$ cat src/rtl/dram_cmd_issuer_pkg.sv
// Shared constants for the DDR3 command issuer: widths, command encodings,
// FSM state encoding and a constant-safe log2 helper.
package dram_cmd_issuer_pkg;

    localparam int DDRCWidth = 3;
    localparam int DDRAWidth = 28;
    localparam int DDRDWidth = 512;

    // Native-interface command encodings shared with the address generator.
    localparam logic [2:0] DDR3CMD_Write = 3'b000;
    localparam logic [2:0] DDR3CMD_Read  = 3'b001;

    typedef enum logic [1:0] {
        ST_Idle  = 2'd0,
        ST_WData = 2'd1,
        ST_Cmd   = 2'd2
    } state_t;

    function automatic int log2(input int value);
        int r;
        r = 0;
        while ((1 << r) < value) r++;
        return r;
    endfunction

endpackage

$ cat src/rtl/dram_cmd_issuer_cmd_fifo.sv
// Synchronous FIFO holding {command, address} entries; depth must be a
// power of two so the pointers wrap naturally.
module cmd_fifo #(
    parameter int Width = 31,
    parameter int Depth = 8
) (
    input  logic                     Clock,
    input  logic                     Reset,
    input  logic                     PushValid,
    input  logic [Width-1:0]         PushData,
    input  logic                     PopEnable,
    output logic [Width-1:0]         HeadData,
    output logic                     Full,
    output logic                     Empty,
    output logic [$clog2(Depth):0]   Count
);
    localparam int PtrW = $clog2(Depth);
    localparam int CntW = PtrW + 1;

    logic [Width-1:0] mem [Depth];
    logic [PtrW-1:0]  wr_ptr;
    logic [PtrW-1:0]  rd_ptr;
    logic [CntW-1:0]  count;
    logic             push;
    logic             pop;

    // A push is dropped when full and a pop when empty, so the count can
    // never wrap.
    assign push     = PushValid && !Full;
    assign pop      = PopEnable && !Empty;
    assign Full     = (count == CntW'(Depth));
    assign Empty    = (count == '0);
    assign Count    = count;
    assign HeadData = mem[rd_ptr];

    always_ff @(posedge Clock) begin
        if (Reset) begin
            wr_ptr <= '0;
            rd_ptr <= '0;
            count  <= '0;
        end else begin
            if (push) wr_ptr <= wr_ptr + PtrW'(1);
            if (pop)  rd_ptr <= rd_ptr + PtrW'(1);
            count <= count + CntW'(push) - CntW'(pop);
        end
    end

    always_ff @(posedge Clock) begin
        if (push) mem[wr_ptr] <= PushData;
    end

endmodule

$ cat src/rtl/dram_cmd_issuer.sv
// Issues buffered DDR3 commands to the controller, sending each write's data
// beats ahead of its command and capping outstanding read beats.
module dram_cmd_issuer #(
    parameter int DDRCWidth    = dram_cmd_issuer_pkg::DDRCWidth,
    parameter int DDRAWidth    = dram_cmd_issuer_pkg::DDRAWidth,
    parameter int DDRDWidth    = dram_cmd_issuer_pkg::DDRDWidth,
    parameter int WBeatsPerCmd = 1,
    parameter int CmdFIFODepth = 8,
    parameter int MaxOutRead   = 16
) (
    input  logic                          Clock,
    input  logic                          Reset,
    input  logic                          CmdInValid,
    output logic                          CmdInReady,
    input  logic [DDRCWidth-1:0]          CmdIn,
    input  logic [DDRAWidth-1:0]          AddrIn,
    input  logic                          WDataInValid,
    output logic                          WDataInReady,
    input  logic [DDRDWidth-1:0]          WDataIn,
    output logic                          DRAMCommandValid,
    input  logic                          DRAMCommandReady,
    output logic [DDRCWidth-1:0]          DRAMCommand,
    output logic [DDRAWidth-1:0]          DRAMCommandAddress,
    output logic                          DRAMWriteDataValid,
    input  logic                          DRAMWriteDataReady,
    output logic [DDRDWidth-1:0]          DRAMWriteData,
    output logic                          DRAMWriteDataEnd,
    input  logic                          DRAMReadDataValid,
    output logic [$clog2(MaxOutRead):0]   OutReadCount,
    output logic                          Idle,
    output logic [1:0]                    FsmState
);
    import dram_cmd_issuer_pkg::*;

    localparam int CntW  = log2(MaxOutRead) + 1;
    localparam int BeatW = (WBeatsPerCmd > 1) ? log2(WBeatsPerCmd) : 1;
    localparam int EntW  = DDRCWidth + DDRAWidth;
    localparam logic [DDRCWidth-1:0] CmdRead  = DDRCWidth'(DDR3CMD_Read);
    localparam logic [DDRCWidth-1:0] CmdWrite = DDRCWidth'(DDR3CMD_Write);
    localparam logic [BeatW-1:0]     LastBeat = BeatW'(WBeatsPerCmd - 1);

    state_t                  state;
    state_t                  state_next;
    logic [BeatW-1:0]        beat_cnt;
    logic [BeatW-1:0]        beat_cnt_next;
    logic [CntW-1:0]         out_cnt;
    logic [CntW-1:0]         out_cnt_next;
    logic                    fifo_full;
    logic                    fifo_empty;
    logic [log2(CmdFIFODepth):0] fifo_count;
    logic                    pop;
    logic                    read_issue;
    logic [EntW-1:0]         head;
    logic [DDRCWidth-1:0]    head_cmd;
    logic [DDRAWidth-1:0]    head_addr;

    cmd_fifo #(
        .Width (EntW),
        .Depth (CmdFIFODepth)
    ) u_cmd_fifo (
        .Clock     (Clock),
        .Reset     (Reset),
        .PushValid (CmdInValid),
        .PushData  ({CmdIn, AddrIn}),
        .PopEnable (pop),
        .HeadData  (head),
        .Full      (fifo_full),
        .Empty     (fifo_empty),
        .Count     (fifo_count)
    );

    // Command/address/data come straight from the FIFO head and the input
    // beat, so they stay stable for as long as their valid is held.
    assign {head_cmd, head_addr} = head;
    assign CmdInReady         = !fifo_full;
    assign DRAMCommand        = head_cmd;
    assign DRAMCommandAddress = head_addr;
    assign DRAMWriteData      = WDataIn;
    assign OutReadCount       = out_cnt;
    assign FsmState           = state;
    assign Idle               = (fifo_count == '0) && (state == ST_Idle) && (out_cnt == '0);

    always_ff @(posedge Clock) begin
        if (Reset) begin
            state    <= ST_Idle;
            beat_cnt <= '0;
            out_cnt  <= '0;
        end else begin
            state    <= state_next;
            beat_cnt <= beat_cnt_next;
            out_cnt  <= out_cnt_next;
        end
    end

    always_comb begin
        state_next         = state;
        beat_cnt_next      = beat_cnt;
        DRAMCommandValid   = 1'b0;
        DRAMWriteDataValid = 1'b0;
        DRAMWriteDataEnd   = 1'b0;
        WDataInReady       = 1'b0;
        pop                = 1'b0;
        read_issue         = 1'b0;
        case (state)
            ST_Idle: begin
                if (!fifo_empty) begin
                    if (head_cmd == CmdWrite) begin
                        state_next = ST_WData;
                    end else if (int'(out_cnt) + WBeatsPerCmd <= MaxOutRead) begin
                        state_next = ST_Cmd;
                    end
                end
            end
            ST_WData: begin
                DRAMWriteDataValid = WDataInValid;
                WDataInReady       = DRAMWriteDataReady;
                DRAMWriteDataEnd   = (beat_cnt == LastBeat);
                if (WDataInValid && DRAMWriteDataReady) begin
                    if (beat_cnt == LastBeat) begin
                        beat_cnt_next = '0;
                        state_next    = ST_Cmd;
                    end else begin
                        beat_cnt_next = beat_cnt + BeatW'(1);
                    end
                end
            end
            ST_Cmd: begin
                DRAMCommandValid = 1'b1;
                if (DRAMCommandReady) begin
                    pop        = 1'b1;
                    read_issue = (head_cmd == CmdRead);
                    state_next = ST_Idle;
                end
            end
            default: state_next = ST_Idle;
        endcase
    end

    // Issue and return in the same cycle net out; a stray return at zero
    // leaves the count at zero.
    always_comb begin
        int cnt_i;
        cnt_i = int'(out_cnt) + (read_issue ? WBeatsPerCmd : 0) - (DRAMReadDataValid ? 1 : 0);
        if (cnt_i < 0) cnt_i = 0;
        out_cnt_next = CntW'(cnt_i);
    end

`ifdef SIMULATION
    always_ff @(posedge Clock) begin
        if (!Reset) begin
            assert (!(DRAMReadDataValid && (out_cnt == '0) && !read_issue))
                else $error("read data returned with no outstanding reads");
        end
    end
`endif

endmodule

$ cat config.mk
export PLATFORM = sky130hd
export DESIGN_NAME = dram_cmd_issuer
export DESIGN_NICKNAME = d
export VERILOG_FILES = /design/src/rtl/dram_cmd_issuer_pkg.sv /design/src/rtl/dram_cmd_issuer_cmd_fifo.sv /design/src/rtl/dram_cmd_issuer.sv
export SDC_FILE = /design/constraint.sdc
export NUM_CORES = 1
export LEC_CHECK = 0
export BUFFER_PORTS_ARGS = -buffer_cell sky130_fd_sc_hd__clkbuf_2
export CORE_AREA = 2 2 429 431
export CTS_CLUSTER_SIZE = 10
export DETAILED_ROUTE_END_ITERATION = 8
export DIE_AREA = 0 0 431 433
export HOLD_SLACK_MARGIN = 0.03
export PLACE_DENSITY = 0.3
export SETUP_SLACK_MARGIN = 0.3
export SLEW_MARGIN = 20
export SYNTH_ARGS = -nofsm -noshare
export SYNTH_HDL_FRONTEND = slang
export SYNTH_SLANG_ARGS = --single-unit
$ cat constraint.sdc
create_clock -name Clock -period 3.7 [get_ports Clock]
set_input_delay 0.555 -clock Clock [delete_from_list [all_inputs] [get_ports Clock]]
set_output_delay 0.555 -clock Clock [all_outputs]
set_load 0.1 [all_outputs]
Word level (Yosys, flattened, before mapping):

Memories as Yosys holds them, arrays and structs flattened. A register that Yosys moved wholly into a read port is not among the register bits.
Index checks and enable logic that the tools add are counted.

* memories: 1
* bits of input ports: 550
* output and inout port bits: 556
* RAM bits: 248
* logic and storage cells: 63
* bits in registers: 18

* reductions and logical operators: 14
* multiplexer cells: 22
* eq/ne operators: 9
* bitwise operators: 1
* order comparisons: 2
* add/subtract/negate cells: 8

Memory list
* u_cmd_fifo.mem: words 8, width 31, rd ports 1, clocked after Yosys merged registers in 1, wr ports 1, RTL line dram_cmd_issuer_cmd_fifo.sv:20 `logic [Width-1:0] mem [Depth];`

Operators by type and width (number)
* $mux W1: 13
* $mux W2: 6
* $ne A2 B2 Y1 const B: 4
* $lt A7 B1 Y1 const B: 1
* $sub A6 B1 Y7: 1
* $add A3 B1 Y3 const B: 2
* $add A5 B1 Y6: 1
* $add A5 B1 Y6 const B: 1
* $le A6 B5 Y1 const B: 1
* $mux W3: 2
* $pmux W2 S3: 1
* $logic_and A1 B1 Y1: 5
* $logic_not A5 Y1: 1
* $reduce_and A5 Y1: 1
* $add A4 B1 Y4: 1
* $eq A4 B4 Y1 const B: 1
* $logic_not A4 Y1: 1
* $sub A4 B1 Y4: 1
* $eq A3 B1 Y1 const B: 1
* $logic_not A3 Y1: 1
* $ne A3 B1 Y1 const B: 1
* $eq A2 B1 Y1 const B: 1
* $eq A2 B2 Y1 const B: 1
* $logic_not A1 Y1: 2
* other kinds (5): 5

Depth between registers and ports, before layout:

Gate-level depths: netlist (run 1).

* depth in word-level cells: 8
* mapped depth: 14
* depth with buffers taken out: 13

Modules after synthesis:

A second synthesis (run 1) with hierarchy kept.

* cells, all modules: 1022
* area, all modules: 14706.6 µm²

By module, submodules not included
* cmd_fifo: cells each 439, area each 10248.6 µm², times used 1, seq. area each 7707.4 µm²
* dram_cmd_issuer: cells each 583, area each 4458.0 µm², times used 1, seq. area each 140.1 µm²

Worst setup path after synthesis (run 1):

OpenSTA, ideal clock, no wires.

* kind: flip-flop to flip-flop
* start point: register u_cmd_fifo.count[2], in the netlist u_cmd_fifo.Count[2]
* end point: memory u_cmd_fifo.mem[0][0], enable pin
* clock period less this slack: 4.766 ns
* slack: -1.066 ns
* arrival: 4.308 ns
* data required time: 3.242 ns
* cell stages (with the launch flop): 8
* library setup time: 0.458 ns
* buffers on the path: 1
* path through: dfxtp_1 > inv_1 > ha_1 > or3b_2 > clkbuf_1 > nand2_1 > or2_1 > nor3_1

* longest elaborated chain between the ends: 5

Ends and longest elaborated chain
* start, declared: RTL line dram_cmd_issuer_cmd_fifo.sv:23 `logic [CntW-1:0] count;`
* start signal, assigned: RTL line dram_cmd_issuer_cmd_fifo.sv:44 `count <= count + CntW'(push) - CntW'(pop);`
* $eq A4 B4 Y1: RTL line dram_cmd_issuer_cmd_fifo.sv:31 `assign Full = (count == CntW'(Depth));`
* $logic_not A1 Y1
* net CmdInReady: RTL line dram_cmd_issuer.sv:14 `output logic CmdInReady,`
* $logic_and A1 B1 Y1: RTL line dram_cmd_issuer_cmd_fifo.sv:29 `assign push = PushValid && !Full;`
* $mux W1: RTL line dram_cmd_issuer_cmd_fifo.sv:49 `if (push) mem[wr_ptr] <= PushData;`
* $mux W1 (not written as such): RTL line dram_cmd_issuer_cmd_fifo.sv:49
* end, declared: RTL line dram_cmd_issuer_cmd_fifo.sv:20

The timed path passes the listed nets, and every way through them passes these cells.

==> results.py, run 1 <==
metrics = {
    "yosys": {
        "netlist_instances": 1025,
        "ys_seq_area_frac": 0.545,
        "avgSynthCellArea_um2": 14.1,
        "synthesis.nets": 1596,
        "ys_types": 46,
        "synth_seq_cells": 268,
        "synthesis.area_um2": 14400,
        "yosys_warnings": 0,
    },
    "job": {
        "max-cap-violations": 0,
    },
    "pwr": {
        "pwr-share-clk": 0.293,
        "netSwitchingFraction": 0.364,
        "leakagePower_nw": 4.15,
        "pwr-share-seq": 0.393,
        "powerDensity_nw_per_um2": 608,
        "power_mw": 9.28,
        "p_comb_frac": 0.314,
        "irDropWorstVdd_v": 0.000359,
        "internal_power_mw": 5.90,
        "p_sw_mw": 3.38,
    },
    "global_routing": {
        "track_usage": 0.178,
        "grt_pass1_vias": 6904,
        "grt_pass1_wl_mm": 189,
        "grt_use_met1": 0.0885,
        "busiest_layer": "met3",
        "gr-usage-met3": 0.348,
        "grt-ovfl-total": 0,
        "antenna_found_initial": 1,
        "grt_max_degree": 51,
        "use_met2": 0.237,
    },
    "sta": {
        "slew_violations": 0,
        "clock.fmax_mhz": 291,
        "tns_ns": 0,
        "fin_crit_ns": 3.43,
        "finalHoldViolCount": 0,
        "finalClockSkew_ns": 0.0245,
        "worst_slew_pin_slew_ns": 0.811,
        "grt_setup_unrepaired": "yes",
        "slew_headroom": 0.445,
        "fin_crit_sh": 0.927,
        "finalSetupViolCount": 0,
    },
    "clocking": {
        "cts_sinks": 268,
        "cts_buffers": 31,
        "h-tree-depth": 1,
        "clock_path_buffers": 3,
        "cts_tree": "done",
        "root_buffer": "clkbuf_16",
        "path_clk_slew_ns": 0.06,
        "clock_latency_ns": 0.59,
        "holdBufCountCts": 0,
    },
    "final_layout": {
        "layout-drive-gt1-share": 0.394,
        "finalNonFillerCells": 3025,
        "final_nets": 1197,
        "antennaDiodeCount": 0,
        "synthToLayoutAreaGrowth_pct": 5.95,
        "nFillCells": 20763,
    },
    "place": {
        "dp_hpwl_mm": 155,
        "gp_congestion": 0.900,
        "dp_cells": 2971,
        "io_buffers": 81,
    },
    "worst_hold_path": {
        "min-delay-start": "AddrIn[14]",
        "hold_path.class": "in2reg",
        "min_path_cells": 1,
        "min_to": "u_cmd_fifo.mem[3][14]",
    },
    "setup_path": {
        "reg2reg_setup_slack_ns": 0.27,
        "reg2regPathDepth": 13,
        "arrival_ns": 3.91,
        "critPathMaxFanout": 5,
        "cp.required_ns": 4.18,
        "endpoint_kind": "flop",
        "r2r-end": "OutReadCount[4]",
        "worst-setup-path-type": "reg2reg",
        "crit_path_start_kind": "flop",
    },
    "floorplan": {
        "die_w_um": 431,
        "die_area_um2": 187000,
        "core_area_um2": 182000,
        "ios": 1106,
        "die_h_um": 433,
        "rows": 157,
        "start_util": 0.0791,
    },
    "routing": {
        "viasPerCell": 2.37,
        "routed_wl_mm": 174,
        "ant_nets": 0,
        "drt_iter0_drc": 649,
        "drc_errors": 0,
        "first_pass_iters": 4,
        "dr_total_vias": 7159,
        "routedWlPerCell_um": 57.6,
    },
    "outcome": {
        "outcome": "completed",
    },
}
## layout by cell type, fill, tap and decap left out, types with 3 or more instances in the layout
cell type / instances
a211oi_1: 3
a211oi_2: 3
a21o_1: 3
a21oi_1: 6
buf_12: 8
buf_4: 7
clkbuf_1: 13
clkbuf_16: 32
clkbuf_2: 55
clkbuf_4: 26
dfxtp_1: 17
edfxtp_1: 248
ha_1: 17
inv_1: 17
mux2_2: 30
mux4_2: 60
nand2_1: 7
nand2b_1: 3
nand3_1: 3
nor2_1: 12
nor2_4: 6
nor2b_1: 3
o21ai_0: 4
xnor2_1: 4
xor2_1: 3
## per-layer routing
layer,vias up,routed length (um),part of all wire
li1,2293,-,-
met1,3207,31000,0.18
met2,1519,67400,0.39
met3,116,71000,0.41
met4,24,2800,0.016
met5,-,1990,0.011
## worst max-delay path: stages, from the launching register on
cell and delay (ns):
dfxtp_4 0.42, mux4_2 0.52, mux2_4 0.28, or2_1 0.25
or3_4 0.35, ha_4 0.23, inv_4 0.05, ha_4 0.12
inv_2 0.03, fa_2 0.34, nand2b_4 0.16, a21oi_4 0.20
o21ai_4 0.11, a221oi_2 0.28
## per-stage QoR
stage	hold slack, ns	cell area, um^2	setup WS [ns]	utilization
after floorplan	0.462	14500	0.220	-
after global placement	0.475	14200	0.201	0.0779
after detailed placement	0.498	14200	0.192	0.0779
after CTS	0.201	15200	0.230	0.0834
after global routing	0.229	15300	0.161	0.0838
final	0.247	15300	0.269	0.0838
## synth_stat cells (all sizes together)
cell	count	area [um^2]
dfxtp	20	400
or3b	1	8.76
a21o	3	22.5
a311oi	1	8.76
xnor2	4	35.0
clkbuf	11	41.3
a221oi	1	8.76
xor2	3	26.3
edfxtp	248	7450
nand2b	4	25.0
or3	3	18.8
mux2	33	372
nor2b	4	25.0
a21oi	7	35.0
nand2	7	26.3
a31oi	1	6.26
and2	2	12.5
fa	2	40.0
nor3b	1	7.51
o22ai	2	12.5
nand3	3	15.0
a211oi	6	45.0
o31ai	1	7.51
or2	2	12.5
nor3	2	10.0
and3	1	6.26
inv	19	71.3
o21ai	5	25.0
a2111oi	2	17.5
nor4b	1	8.76
nand3b	2	15.0
mux2i	1	10.0
nor2	18	67.6
nand4	1	6.26
and4	1	8.76
ha	19	238
buf	522	3900
mux4	60	1360
a22oi	1	7.51
## cells by family after synthesis
group / synth area share
adder cells (fa/ha/maj): 0.0193
buffers and inverters: 0.278
flip-flops: 0.545
AND/OR/NAND/NOR: 0.0190
XOR/XNOR: 0.00426
AO/OA/AOI/OAI: 0.0136
multiplexers: 0.121
## area by class of cell
| class | instances | area, um^2 | area share |
|---|---|---|---|
| Clock buffer | 44 | 825 | 0.0540 |
| Multi-Input combinational cell | 205 | 2710 | 0.178 |
| Clock inverter | 3 | 20.0 | 0.00131 |
| Tap cell | 2385 | 2980 | 0.196 |
| Sequential cell | 268 | 7860 | 0.515 |
| Inverter | 19 | 73.8 | 0.00484 |
| Timing Repair Buffer | 101 | 793 | 0.0520 |
## what timing repair did
item / CTS / global route
pin swaps: 0 / 7
endpoints found under the hold margin: 0 / 0
resized for setup: 39 / 7
gates cloned: 1 / 1
endpoints found under the setup margin: 31 / 6
buffers inserted: 3 / 2
## how the worst max path moves through the flow
stage | slack [ns] | depth (start not counted) | start | to
global route | 0.16 | 13 | flop | OutReadCount[4]
detailed placement | 0.19 | 13 | flop | OutReadCount[4]
floorplan | 0.22 | 14 | flop | OutReadCount[4]
global placement | 0.20 | 13 | flop | OutReadCount[4]
CTS | 0.23 | 13 | flop | OutReadCount[4]
finish | 0.27 | 13 | flop | OutReadCount[4]
## registers in the layout, summed over array words and instances, names as in the netlist, named ones only
signal	cells
u_cmd_fifo.Count	4
u_cmd_fifo.wr_ptr	3
OutReadCount	5
u_cmd_fifo.rd_ptr	3
u_cmd_fifo.mem	248
FsmState	2
## power by group through the flow
stage	Sequential, mW	Clock (mW)	Combinational (mW)
floorplan	3.87	0	4.57
global placement	3.69	0	2.72
detailed placement	3.70	0	2.74
CTS	3.64	2.83	2.91
global route	3.66	2.92	3.07
finish	3.65	2.72	2.92
No activity file was read; power rests on OpenSTA's default activity.
==> run 2, diff against run 1 <==
BUFFER_PORTS_ARGS = default   (was -buffer_cell sky130_fd_sc_hd__clkbuf_2)
CORE_AREA = 2 2 432 434   (was 2 2 429 431)
DIE_AREA = 0 0 434 436   (was 0 0 431 433)
DONT_BUFFER_PORTS = 1   (was default)
==> results.py, run 2 (synthesis results as in run 1) <==
metrics = {
    "outcome": {
        "outcome": "completed",
    },
    "sta": {
        "finalSetupViolCount": 0,
        "finalHoldViolCount": 0,
        "clock.fmax_mhz": 294,
        "tns_ns": 0,
        "finalClockSkew_ns": 0.0287,
        "fin_crit_sh": 0.918,
        "slew_headroom": 0.332,
        "grt_setup_unrepaired": "yes",
        "fin_crit_ns": 3.40,
        "worst_slew_pin_slew_ns": 0.977,
        "slew_violations": 0,
    },
    "setup_path": {
        "cp.required_ns": 4.15,
        "worstPathCellList": "mux4_2 > mux2_4 > or2_4 > or3_4 > ha_4 > inv_4 > ha_4 > inv_2 > fa_2 > nand2b_4 > a21oi_4 > o21ai_4 > a221oi_2",
        "worst-setup-path-type": "reg2reg",
        "arrival_ns": 3.84,
        "endpoint_kind": "flop",
        "crit_path_start_kind": "flop",
        "crit_path_end": "OutReadCount[4]",
        "cpMaxStageDelayCell": "mux4_2",
        "crit_path_max_incr_delay_ns": 0.52,
        "r2r-end": "OutReadCount[4]",
        "critPathMaxFanout": 5,
        "reg2reg_setup_slack_ns": 0.30,
        "critPathMostFrequentCell": "ha_4",
        "reg2regPathDepth": 13,
    },
    "routing": {
        "dr_total_vias": 7018,
        "drc_errors": 0,
        "ant_nets": 0,
        "viasPerCell": 2.29,
        "routedWlPerCell_um": 57.3,
        "drt_iter0_drc": 590,
        "routed_wl_mm": 176,
        "first_pass_iters": 5,
    },
    "final_layout": {
        "top_register": "u_cmd_fifo.mem",
        "largest_reg_flops": 248,
        "nFillCells": 21276,
        "multi_input_area_um2": 2710,
        "layout-drive-gt1-share": 0.349,
        "mostFrequentLayoutCells": "248 x edfxtp_1, 60 x mux4_2, 35 x clkbuf_16, 35 x buf_4, 29 x mux2_2",
        "final_common_cell": "edfxtp_1",
        "synthToLayoutAreaGrowth_pct": 5.59,
        "regArea_um2": 7860,
        "antennaDiodeCount": 0,
        "finalNonFillerCells": 3067,
        "final_nets": 1145,
        "final_area_um2": 15200,
    },
    "floorplan": {
        "ios": 1106,
        "core_area_um2": 185000,
        "die_h_um": 436,
        "rows": 158,
        "start_util": 0.0780,
        "die_w_um": 434,
        "die_area_um2": 189000,
    },
    "clocking": {
        "root_buffer": "clkbuf_16",
        "cts_sinks": 268,
        "clock_latency_ns": 0.54,
        "cts_tree": "done",
        "path_clk_slew_ns": 0.06,
        "cts_buffers": 34,
        "clock_path_buffers": 3,
        "h-tree-depth": 2,
        "holdBufCountCts": 0,
    },
    "pwr": {
        "powerDensity_nw_per_um2": 619,
        "power_mw": 9.41,
        "irDropWorstVdd_v": 0.000400,
        "leakagePower_nw": 4.01,
    },
    "global_routing": {
        "track_usage": 0.179,
        "grt_pass1_wl_mm": 192,
        "grt-ovfl-total": 0,
        "antenna_found_initial": 1,
        "grt_max_degree": 37,
        "grt_pass1_vias": 6813,
    },
    "place": {
        "dp_hpwl_mm": 159,
        "io_buffers": 0,
        "gp_congestion": 0.868,
        "dp_cells": 3014,
        "placed_cell_area_um2": 14100,
    },
    "worst_hold_path": {
        "hold_path.class": "in2reg",
    },
    "job": {
        "max-cap-violations": 0,
    },
}
==> run 2: critical path: cells and delay by family (launching register included) <==
kind                     cells  cell delay [ns]
multiplexers                 2             0.82
AND/OR/NAND/NOR              3             0.76
adder cells (fa/ha/maj)      3             0.68
AO/OA/AOI/OAI                3             0.54
flip-flops                   1             0.40
buffers and inverters        2             0.08
==> run 2: area by class of cell <==
cell class | instances | area share
clock buffer | 42 | 0.0593
clock inverter | 7 | 0.00420
inverter | 19 | 0.00485
multi-input combinational | 205 | 0.178
sequential | 268 | 0.517
tap | 2480 | 0.204
timing repair buffer | 46 | 0.0327
==> run 2: how the worst min path moves through the flow <==
stage,startpoint,to,slack [ns],depth (start not counted)
after global placement,u_cmd_fifo.wr_ptr[0],u_cmd_fifo.wr_ptr[0],0.47,2
after detailed placement,u_cmd_fifo.wr_ptr[0],u_cmd_fifo.wr_ptr[0],0.50,2
after floorplan,u_cmd_fifo.wr_ptr[0],u_cmd_fifo.wr_ptr[0],0.46,2
final,Reset,u_cmd_fifo.Count[0],0.09,1
after CTS,Reset,u_cmd_fifo.Count[1],0.04,1
after global routing,Reset,OutReadCount[3],0.05,1
==> run 2: metal layers <==
| layer | global-route usage | part of all wire |
|---|---|---|
| met1 | 0.0904 | 0.18 |
| met3 | 0.345 | 0.41 |
| met2 | 0.244 | 0.39 |
| met5 | 0.0443 | 0.0066 |
| met4 | 0.0283 | 0.015 |
==> run 2: power breakdown <==
group          internal [mW]  total [mW]  switching, mW
clock network           1.77        3.02           1.25
registers               3.52        3.59         0.0724
logic                  0.762        2.80           2.04
==> run 2: repair_timing <==
action | 4_1_cts | 5_1_grt
setup buffers | 3 | 0
setup endpoints to repair | 23 | 6
resized for setup | 10 | 9
cloned | 1 | 0
hold endpoints to repair | 0 | 0
pin swaps | 1 | 5
==> run 2: stage by stage <==
step | hold slack [ns] | worst slack [ns] | util
after CTS | 0.0374 | 0.207 | 0.0821
final | 0.0905 | 0.303 | 0.0824
after global placement | 0.465 | 0.0831 | 0.0764
after global routing | 0.0549 | 0.178 | 0.0824
after floorplan | 0.462 | 0.220 | -
after detailed placement | 0.501 | 0.0916 | 0.0764
